## src/rtl/cv32e40p_vec_mem_arbiter.sv

```systemverilog
// Shares one OBI data port between the core LSU and the vector accelerator.
// Round-robin arbitration, hold-until-grant, and an in-order owner FIFO for response routing.
module cv32e40p_vec_mem_arbiter #(
    parameter int unsigned MAX_OUTSTANDING = 2
) (
    input  logic        clk_i,
    input  logic        rst_ni,
    input  logic        core_req_i,
    input  logic        core_we_i,
    input  logic [3:0]  core_be_i,
    input  logic [31:0] core_addr_i,
    input  logic [31:0] core_wdata_i,
    output logic        core_gnt_o,
    output logic        core_rvalid_o,
    output logic [31:0] core_rdata_o,
    input  logic        vec_lock_i,
    input  logic        vec_req_i,
    input  logic        vec_we_i,
    input  logic [3:0]  vec_be_i,
    input  logic [31:0] vec_addr_i,
    input  logic [31:0] vec_wdata_i,
    output logic        vec_gnt_o,
    output logic        vec_rvalid_o,
    output logic [31:0] vec_rdata_o,
    output logic        data_req_o,
    input  logic        data_gnt_i,
    input  logic        data_rvalid_i,
    output logic        data_we_o,
    output logic [3:0]  data_be_o,
    output logic [31:0] data_addr_o,
    output logic [31:0] data_wdata_o,
    input  logic [31:0] data_rdata_i,
    output logic        rsp_err_o
);

    localparam int unsigned PW = (MAX_OUTSTANDING > 1) ? $clog2(MAX_OUTSTANDING) : 1;
    localparam int unsigned CW = $clog2(MAX_OUTSTANDING + 1);

    typedef enum logic [1:0] {ARB, HOLD_CORE, HOLD_VEC} state_e;

    state_e                     state;
    logic                       rr_vec;   // 1: vec wins a tie (core was granted last)
    logic [MAX_OUTSTANDING-1:0] id_q;     // owner per slot, 1 = vec
    logic [PW-1:0]              wr_ptr, rd_ptr;
    logic [CW-1:0]              count;

    logic core_cand, arb_vec, sel_vec, req_raw;
    logic fifo_empty, fifo_full, push, pop, head_vec;

    function automatic logic [PW-1:0] ptr_inc(input logic [PW-1:0] p);
        return (p == PW'(MAX_OUTSTANDING - 1)) ? '0 : p + 1'b1;
    endfunction

    assign core_cand  = core_req_i & ~vec_lock_i;
    assign arb_vec    = vec_req_i & (~core_cand | rr_vec);
    assign fifo_empty = (count == '0);
    // A response popping this cycle frees a slot for a new grant in the same cycle.
    assign fifo_full  = (count == CW'(MAX_OUTSTANDING)) & ~data_rvalid_i;
    assign pop        = data_rvalid_i & ~fifo_empty;
    assign head_vec   = id_q[rd_ptr];

    always_comb begin
        sel_vec = 1'b0;
        req_raw = 1'b0;
        case (state)
            ARB: begin
                sel_vec = arb_vec;
                req_raw = (core_cand | vec_req_i) & ~fifo_full;
            end
            HOLD_CORE: req_raw = 1'b1;
            HOLD_VEC: begin
                sel_vec = 1'b1;
                req_raw = 1'b1;
            end
            default: ;
        endcase
    end

    assign data_req_o   = rst_ni & req_raw;
    assign push         = data_req_o & data_gnt_i;
    assign core_gnt_o   = push & ~sel_vec;
    assign vec_gnt_o    = push & sel_vec;
    assign data_we_o    = data_req_o & (sel_vec ? vec_we_i : core_we_i);
    assign data_be_o    = data_req_o ? (sel_vec ? vec_be_i : core_be_i) : '0;
    assign data_addr_o  = data_req_o ? (sel_vec ? vec_addr_i : core_addr_i) : '0;
    assign data_wdata_o = data_req_o ? (sel_vec ? vec_wdata_i : core_wdata_i) : '0;

    assign core_rvalid_o = rst_ni & pop & ~head_vec;
    assign vec_rvalid_o  = rst_ni & pop & head_vec;
    assign core_rdata_o  = core_rvalid_o ? data_rdata_i : '0;
    assign vec_rdata_o   = vec_rvalid_o ? data_rdata_i : '0;

    always_ff @(posedge clk_i) begin
        if (!rst_ni) begin
            state     <= ARB;
            rr_vec    <= 1'b0;
            id_q      <= '0;
            wr_ptr    <= '0;
            rd_ptr    <= '0;
            count     <= '0;
            rsp_err_o <= 1'b0;
        end else begin
            if (push) begin
                id_q[wr_ptr] <= sel_vec;
                wr_ptr       <= ptr_inc(wr_ptr);
                rr_vec       <= ~sel_vec;
            end
            if (pop) rd_ptr <= ptr_inc(rd_ptr);
            if (push && !pop)      count <= count + 1'b1;
            else if (pop && !push) count <= count - 1'b1;
            if (data_rvalid_i && fifo_empty) rsp_err_o <= 1'b1;
            case (state)
                ARB:       if (data_req_o && !data_gnt_i) state <= sel_vec ? HOLD_VEC : HOLD_CORE;
                HOLD_CORE: if (data_gnt_i) state <= ARB;
                HOLD_VEC:  if (data_gnt_i) state <= ARB;
                default:   state <= ARB;
            endcase
        end
    end

endmodule

```

## config.mk

```make
export PLATFORM = sky130hd
export DESIGN_NAME = cv32e40p_vec_mem_arbiter
export DESIGN_NICKNAME = d
export VERILOG_FILES = /design/src/rtl/cv32e40p_vec_mem_arbiter.sv
export SDC_FILE = /design/constraint.sdc
export NUM_CORES = 1
export LEC_CHECK = 0
export ABC_AREA = 1
export BUFFER_PORTS_ARGS = -buffer_cell sky130_fd_sc_hd__buf_4
export CORE_AREA = 2 2 123 125
export DETAILED_ROUTE_END_ITERATION = 7
export DIE_AREA = 0 0 125 127
export GPL_TIMING_DRIVEN = 1
export PLACE_DENSITY_LB_ADDON = 0.08
export SLEW_MARGIN = 20
export SYNTH_ARGS = -nofsm -noshare
export SYNTH_HDL_FRONTEND = slang
export SYNTH_SLANG_ARGS = --single-unit
```

## constraint.sdc

```tcl
create_clock -name clk_i -period 3.81 [get_ports clk_i]
set_input_delay 0.381 -clock clk_i [delete_from_list [all_inputs] [get_ports clk_i]]
set_output_delay 0.381 -clock clk_i [all_outputs]
set_load 0.03 [all_outputs]
```

==> results of run 1 <==
[cell usage after synthesis]
cell / count
nor2_2: 32
nor2_1: 42
clkinv_4: 1
inv_2: 5
dfxtp_1: 10
o21ai_0: 5
nand2_1: 292
buf_6: 17
nor2_4: 1
nand4_1: 2
a21oi_4: 1
o21ai_1: 2
a31oi_1: 1
inv_1: 116
xor2_1: 1
nand3_1: 8
ha_1: 4
buf_2: 11
buf_4: 1
nand2_2: 2
a21oi_1: 6
[cells by family after synthesis]
family	Yosys count	share of synthesized area [%]
XOR/XNOR	1	0.3377
adder cells (fa/ha/maj)	4	1.930
AO/OA/AOI/OAI	15	3.377
buffers and inverters	151	27.64
AND/OR/NAND/NOR	379	59.00
flip-flops	10	7.718
[stage by stage]
step | setup slack, ps | area (sq um) | util (%)
final | 1167 | 5042 | 34.96
after detailed placement | 1411 | 4967 | 34.44
after global placement | 1446 | 4967 | 34.44
after floorplan | 1905 | 2594 | -
after CTS | 1159 | 5042 | 34.96
after global routing | 894.4 | 5042 | 34.96
[worst reg2reg max path: stages, from the launching register on]
cell     delay, ps
dfxtp_1        380
inv_1           60
ha_1           240
nand3_1        100
nand2_1         50
nand2_1         60
nand2_2         70
nand2_2        120
nor2_4          50
ha_1           310
a21oi_1        130
o21ai_0        120
o21ai_0        170
a21oi_1         60
[routing by layer]
layer  routed length [um]  track usage (%)  vias to the layer above  share of wire [%]
li1                     -                -                     2152                  -
met1                 4878            16.42                     1734                 38
met2                 6934            29.89                      145                 55
met3                  796            2.638                        8                6.3
met4                   80            1.242                        0               0.63
met5                    0                0                        -                  0
[power by group]
| group | switching (mW) | total (mW) | internal, mW |
|---|---|---|---|
| Clock | 0.0446 | 0.180 | 0.136 |
| Sequential | 0.0210 | 0.157 | 0.136 |
| Combinational | 1.38 | 2.10 | 0.719 |
[sequential cells by signal (all words and copies together) (netlist names)]
register / cells
count: 2
id_q: 2
state: 2
rd_ptr: 1
rr_vec: 1
rsp_err_o: 1
wr_ptr: 1
[cells in the final DEF (no fill, tap or decap)]
cell type / n
buf_4: 319
nand3_1: 8
clkinv_4: 1
o21ai_1: 2
nand4_1: 2
nor2_1: 42
a31oi_1: 1
clkbuf_16: 3
a21oi_4: 1
nand2_1: 291
inv_1: 116
nand2_2: 3
ha_1: 4
o21ai_0: 5
dfxtp_1: 10
inv_2: 5
nor2_2: 32
a21oi_1: 6
nor2_4: 1
xor2_1: 1
[worst paths after layout]
kind | start | end | slack, ps | cells past startpoint
max | state[0]$_SDFFE_PN0P_ | data_addr_o[11] | 1170 | 10
max reg2reg | state[1]$_SDFFE_PN0P_ | count[1]$_SDFFE_PN0P_ | 1760 | 13
min reg2reg | rd_ptr$_SDFFE_PN0P_ | rd_ptr$_SDFFE_PN0P_ | 470 | 1
min | data_rvalid_i | rsp_err_o$_SDFFE_PN0P_ | 410 | 3
[final cells by class]
cell class	instances	area, sq um
Fill cell	1665	9382
Inverter	122	462.9
Sequential cell	10	200.2
Clock buffer	3	75.07
Multi-Input combinational cell	399	1679
Tap cell	184	230.2
Timing Repair Buffer	319	2395
==> results.cfg, run 1 <==
[critical_path]
crit_type = register to output port
cp.required_ps = 3430
crit_fanout = 74
end_kind = output port
critPathSlowestCell = buf_4
arrival_ps = 2260
startpoint_type = register
cpMostUsedCell = nand2_1
slowest_delay_ps = 570
cp_top_family = buffers and inverters
path_cells = inv_1 > ha_1 > nand3_1 > nand2_2 > buf_4 > nand2_1 > nand2_1 > nand2_1 > inv_1 > buf_4
crit_buf_inv = 4

[timing]
post-route-min-period_ps = 2643
setup_viol = 0
maxSlewViolCount = 0
final.setup.tns_ps = 0
hold_ws_ps = 408.1
finalCritPeriodShare_pct = 69.38
rsz0062_at_grt = false
slew_headroom_pct = 44.31
tightest_slew_ps = 834.1
hold_viol = 0
skew_ps = 0.3951
max_freq_mhz = 378.3

[route]
route.detailed.drc = 0
drt-total-wl_um = 12690
drt_first_iter_violations = 151
drtPass1Iterations = 4
vias = 4039
viasPerCell = 3.895
wl_per_cell_um = 12.24
drt.antenna.violating_nets = 0

[logic_synthesis]
synthCells = 560
syn_area_sq_um = 2594
ys_warn_count = 0
synth_area_per_cell_sq_um = 4.632
synth_seq_cells = 10
synth_cell_types = 21
synthTopCellsByArea = nand2_1, inv_1, dfxtp_1
ys_seq_area_share_pct = 7.718
yosysTopAreaCellShare_pct = 42.26
synth_nets = 741
synth.largest_area_cell = nand2_1

[clock_network]
cts.sinks = 10
clockRootBuffer = clkbuf_16
insertion_delay_ps = 230
cts_buffer_depth = 2
ctsResizeCount = 0
cts-hold-fix-buffers = 0
cts_setup_buffers = 0
cts_buffers = 3
cts_tree = done
cts_max_level = 1
clkSlewWorstSetupHoldPaths_ps = 40

[pwr]
peakVddDrop_mv = 0.2750
p_total_mw = 2.433
p_leak_nw = 3.571
p_per_area_nw_per_um2 = 482.5

[place]
hpwl_um = 10320
gp_routability_congestion = 0.8586
port_buffers = 315
placed_cells = 1034

[global_routing]
antenna_found_initial = 0
track_usage_pct = 14.71
grt_max_degree = 75
gr-total-overflow = 0
grt_pass1_wl_um = 19490
first_global_vias = 3791

[final_layout]
area_delta_synth_final_pct = 94.40
num_antenna_cells = 0
instances_no_fill = 1037
drive_gt1_share_pct = 42.79
finalNetCount = 1036

[min_path]
holdCritPathClass = primary input to register

[floorplanning]
io_pins = 316
die-area_sq_um = 15880
coreArea_sq_um = 14420
rows = 44
die_w_um = 125
initial_core_util_pct = 17.98
die_y_um = 127

[outcome]
status = finished clean

[flow_run]
maxCapViolations = 0
No activity file was read; power rests on OpenSTA's default activity.
==> run 2: changes to the inputs <==
clock period = 2.4 ns   (was 3.81 ns; I/O delays follow)
==> run 2 against run 1 <==
Compared with the run above: combinational power increased by 64%; clock-buffer cell count up 1; wire length is 2.6% higher; clock power is 86% higher; final area is 1.6% higher; critical path type unchanged.
==> results.cfg, run 2 (synthesis results as in run 1) <==
[route]
wl_per_cell_um = 12.51
vias = 4006
viasPerCell = 3.848
drt-total-wl_um = 13020
drtPass1Iterations = 4
drt.antenna.violating_nets = 0
drt_first_iter_violations = 174
route.detailed.drc = 0

[timing]
rsz0062_at_grt = false
finalWorstSetupSlack_ps = 252.9
final.setup.tns_ps = 0
skew_ps = 1.659
post-route-min-period_ps = 2147
tightest_slew_ps = 829.4
hold_viol = 0
slew_headroom_pct = 44.62
setup_viol = 0
max_freq_mhz = 465.7
finalCritPeriodShare_pct = 89.46
maxSlewViolCount = 0
hold_ws_ps = 258.6

[critical_path]
cp.required_ps = 2160
end_kind = output port
startpoint = state[0]$_SDFFE_PN0P_
ff2ff_setup_slack_ps = 420
startpoint_type = register
endpoint = data_addr_o[5]
r2r-start = state[0]$_SDFFE_PN0P_
crit_type = register to output port
r2r_cells = 13
crit_fanout = 25
arrival_ps = 1910
r2r_end = count[1]$_SDFFE_PN0P_

[floorplanning]
coreArea_sq_um = 14420
die_y_um = 127
die-area_sq_um = 15880
initial_core_util_pct = 17.98
io_pins = 316
die_w_um = 125
rows = 44

[global_routing]
track_usage_pct = 14.69
grt_max_degree = 56
antenna_found_initial = 0
gr-total-overflow = 0
first_global_vias = 3562
grt_pass1_wl_um = 19170

[place]
place_ws_ps = 283.5
hpwl_um = 10660
placed_cell_area_sq_um = 5015
port_buffers = 315
gp_routability_congestion = 0.8904

[min_path]
holdCritPathClass = primary input to register

[pwr]
p_leak_nw = 3.606
peakVddDrop_mv = 0.3525
p_total_mw = 4.026
p_per_area_nw_per_um2 = 786.0

[clock_network]
cts_buffer_depth = 2
insertion_delay_ps = 240
clkSlewWorstSetupHoldPaths_ps = 40
cts.sinks = 10
cts_max_level = 1
cts_tree = done
cts_buffers = 3
cts_setup_buffers = 0
clockRootBuffer = clkbuf_16

[final_layout]
top_regs = count (2), id_q (2), state (2)
area_delta_synth_final_pct = 97.49
num_antenna_cells = 0
fill_cells = 1651
drive_gt1_share_pct = 43.17
finalNetCount = 1039
layout_common_cells = buf_4, nand2_1, inv_1, nor2_1, nor2_2
finish.instance_area_sq_um = 5122
seq_area_sq_um = 200.2
multiInputGateArea_sq_um = 1682
layout_commonest_cell = buf_4

[outcome]
status = finished clean

[flow_run]
maxCapViolations = 0
run 2: cell count changes in the layout (fill, tap and decap cells not counted):
cell	change
buf_12	+3
buf_4	-1
buf_6	+1
clkbuf_8	+1
ha_1	-1
ha_2	+1
run 2: power by group:
part           total [mW]  internal, mW  leakage (nW)  switching [mW]
Clock               0.335         0.251        0.0442          0.0842
Combinational        3.44          1.23          3.48            2.22
Sequential          0.247         0.215        0.0823          0.0318
Total                4.03          1.69          3.61            2.33
run 2: worst min-delay path by stage:
stage | cells past startpoint | endpoint | from | slack (ps)
after floorplan | 2 | rsp_err_o$_SDFFE_PN0P_ | data_rvalid_i | 410
after global placement | 1 | rd_ptr$_SDFFE_PN0P_ | rd_ptr$_SDFFE_PN0P_ | 450
after detailed placement | 2 | rsp_err_o$_SDFFE_PN0P_ | rsp_err_o$_SDFFE_PN0P_ | 470
after CTS | 3 | rsp_err_o$_SDFFE_PN0P_ | data_rvalid_i | 260
after global routing | 3 | rsp_err_o$_SDFFE_PN0P_ | data_rvalid_i | 270
final | 3 | rsp_err_o$_SDFFE_PN0P_ | data_rvalid_i | 260
run 2: critical path, cell delays in order (launching register included):
cell and delay, ps:
dfxtp_1 320, inv_1 80, ha_2 230, nand3_1 90, nand2_1 60, nand2_1 50, nand2_2 90, nand2_2 100
clkinv_4 70, buf_6 210, nand2_1 120, inv_1 70, buf_4 150
run 2: final cells by class:
type                            instances  area share [%]
Multi-Input combinational cell        399           32.83
Inverter                              122           9.038
Clock buffer                            4           1.734
Timing Repair Buffer                  322           48.00
Sequential cell                        10           3.908
Tap cell                              184           4.494
run 2: layer usage:
layer  wire [um]  GRT usage [%]  vias up
met5           0              0        -
met4         220          2.810        0
met3         752          2.010       16
met2        7002          28.58      158
met1        5046          17.18     1676
li1            -              -     2156
run 2: what timing repair did:
| item | in CTS | in global routing |
|---|---|---|
| hold endpoints to repair | 0 | 0 |
| setup endpoints to repair | 0 | 70 |
| hold buffers | 0 | 0 |
| resized for setup | 0 | 5 |
run 2: per-stage QoR:
step | utilization [%] | instances
final | 35.51 | 1041
after global routing | 35.51 | 1041
after CTS | 35.38 | 1041
after detailed placement | 34.77 | 1037
after global placement | 34.77 | 1037
after floorplan | - | 560
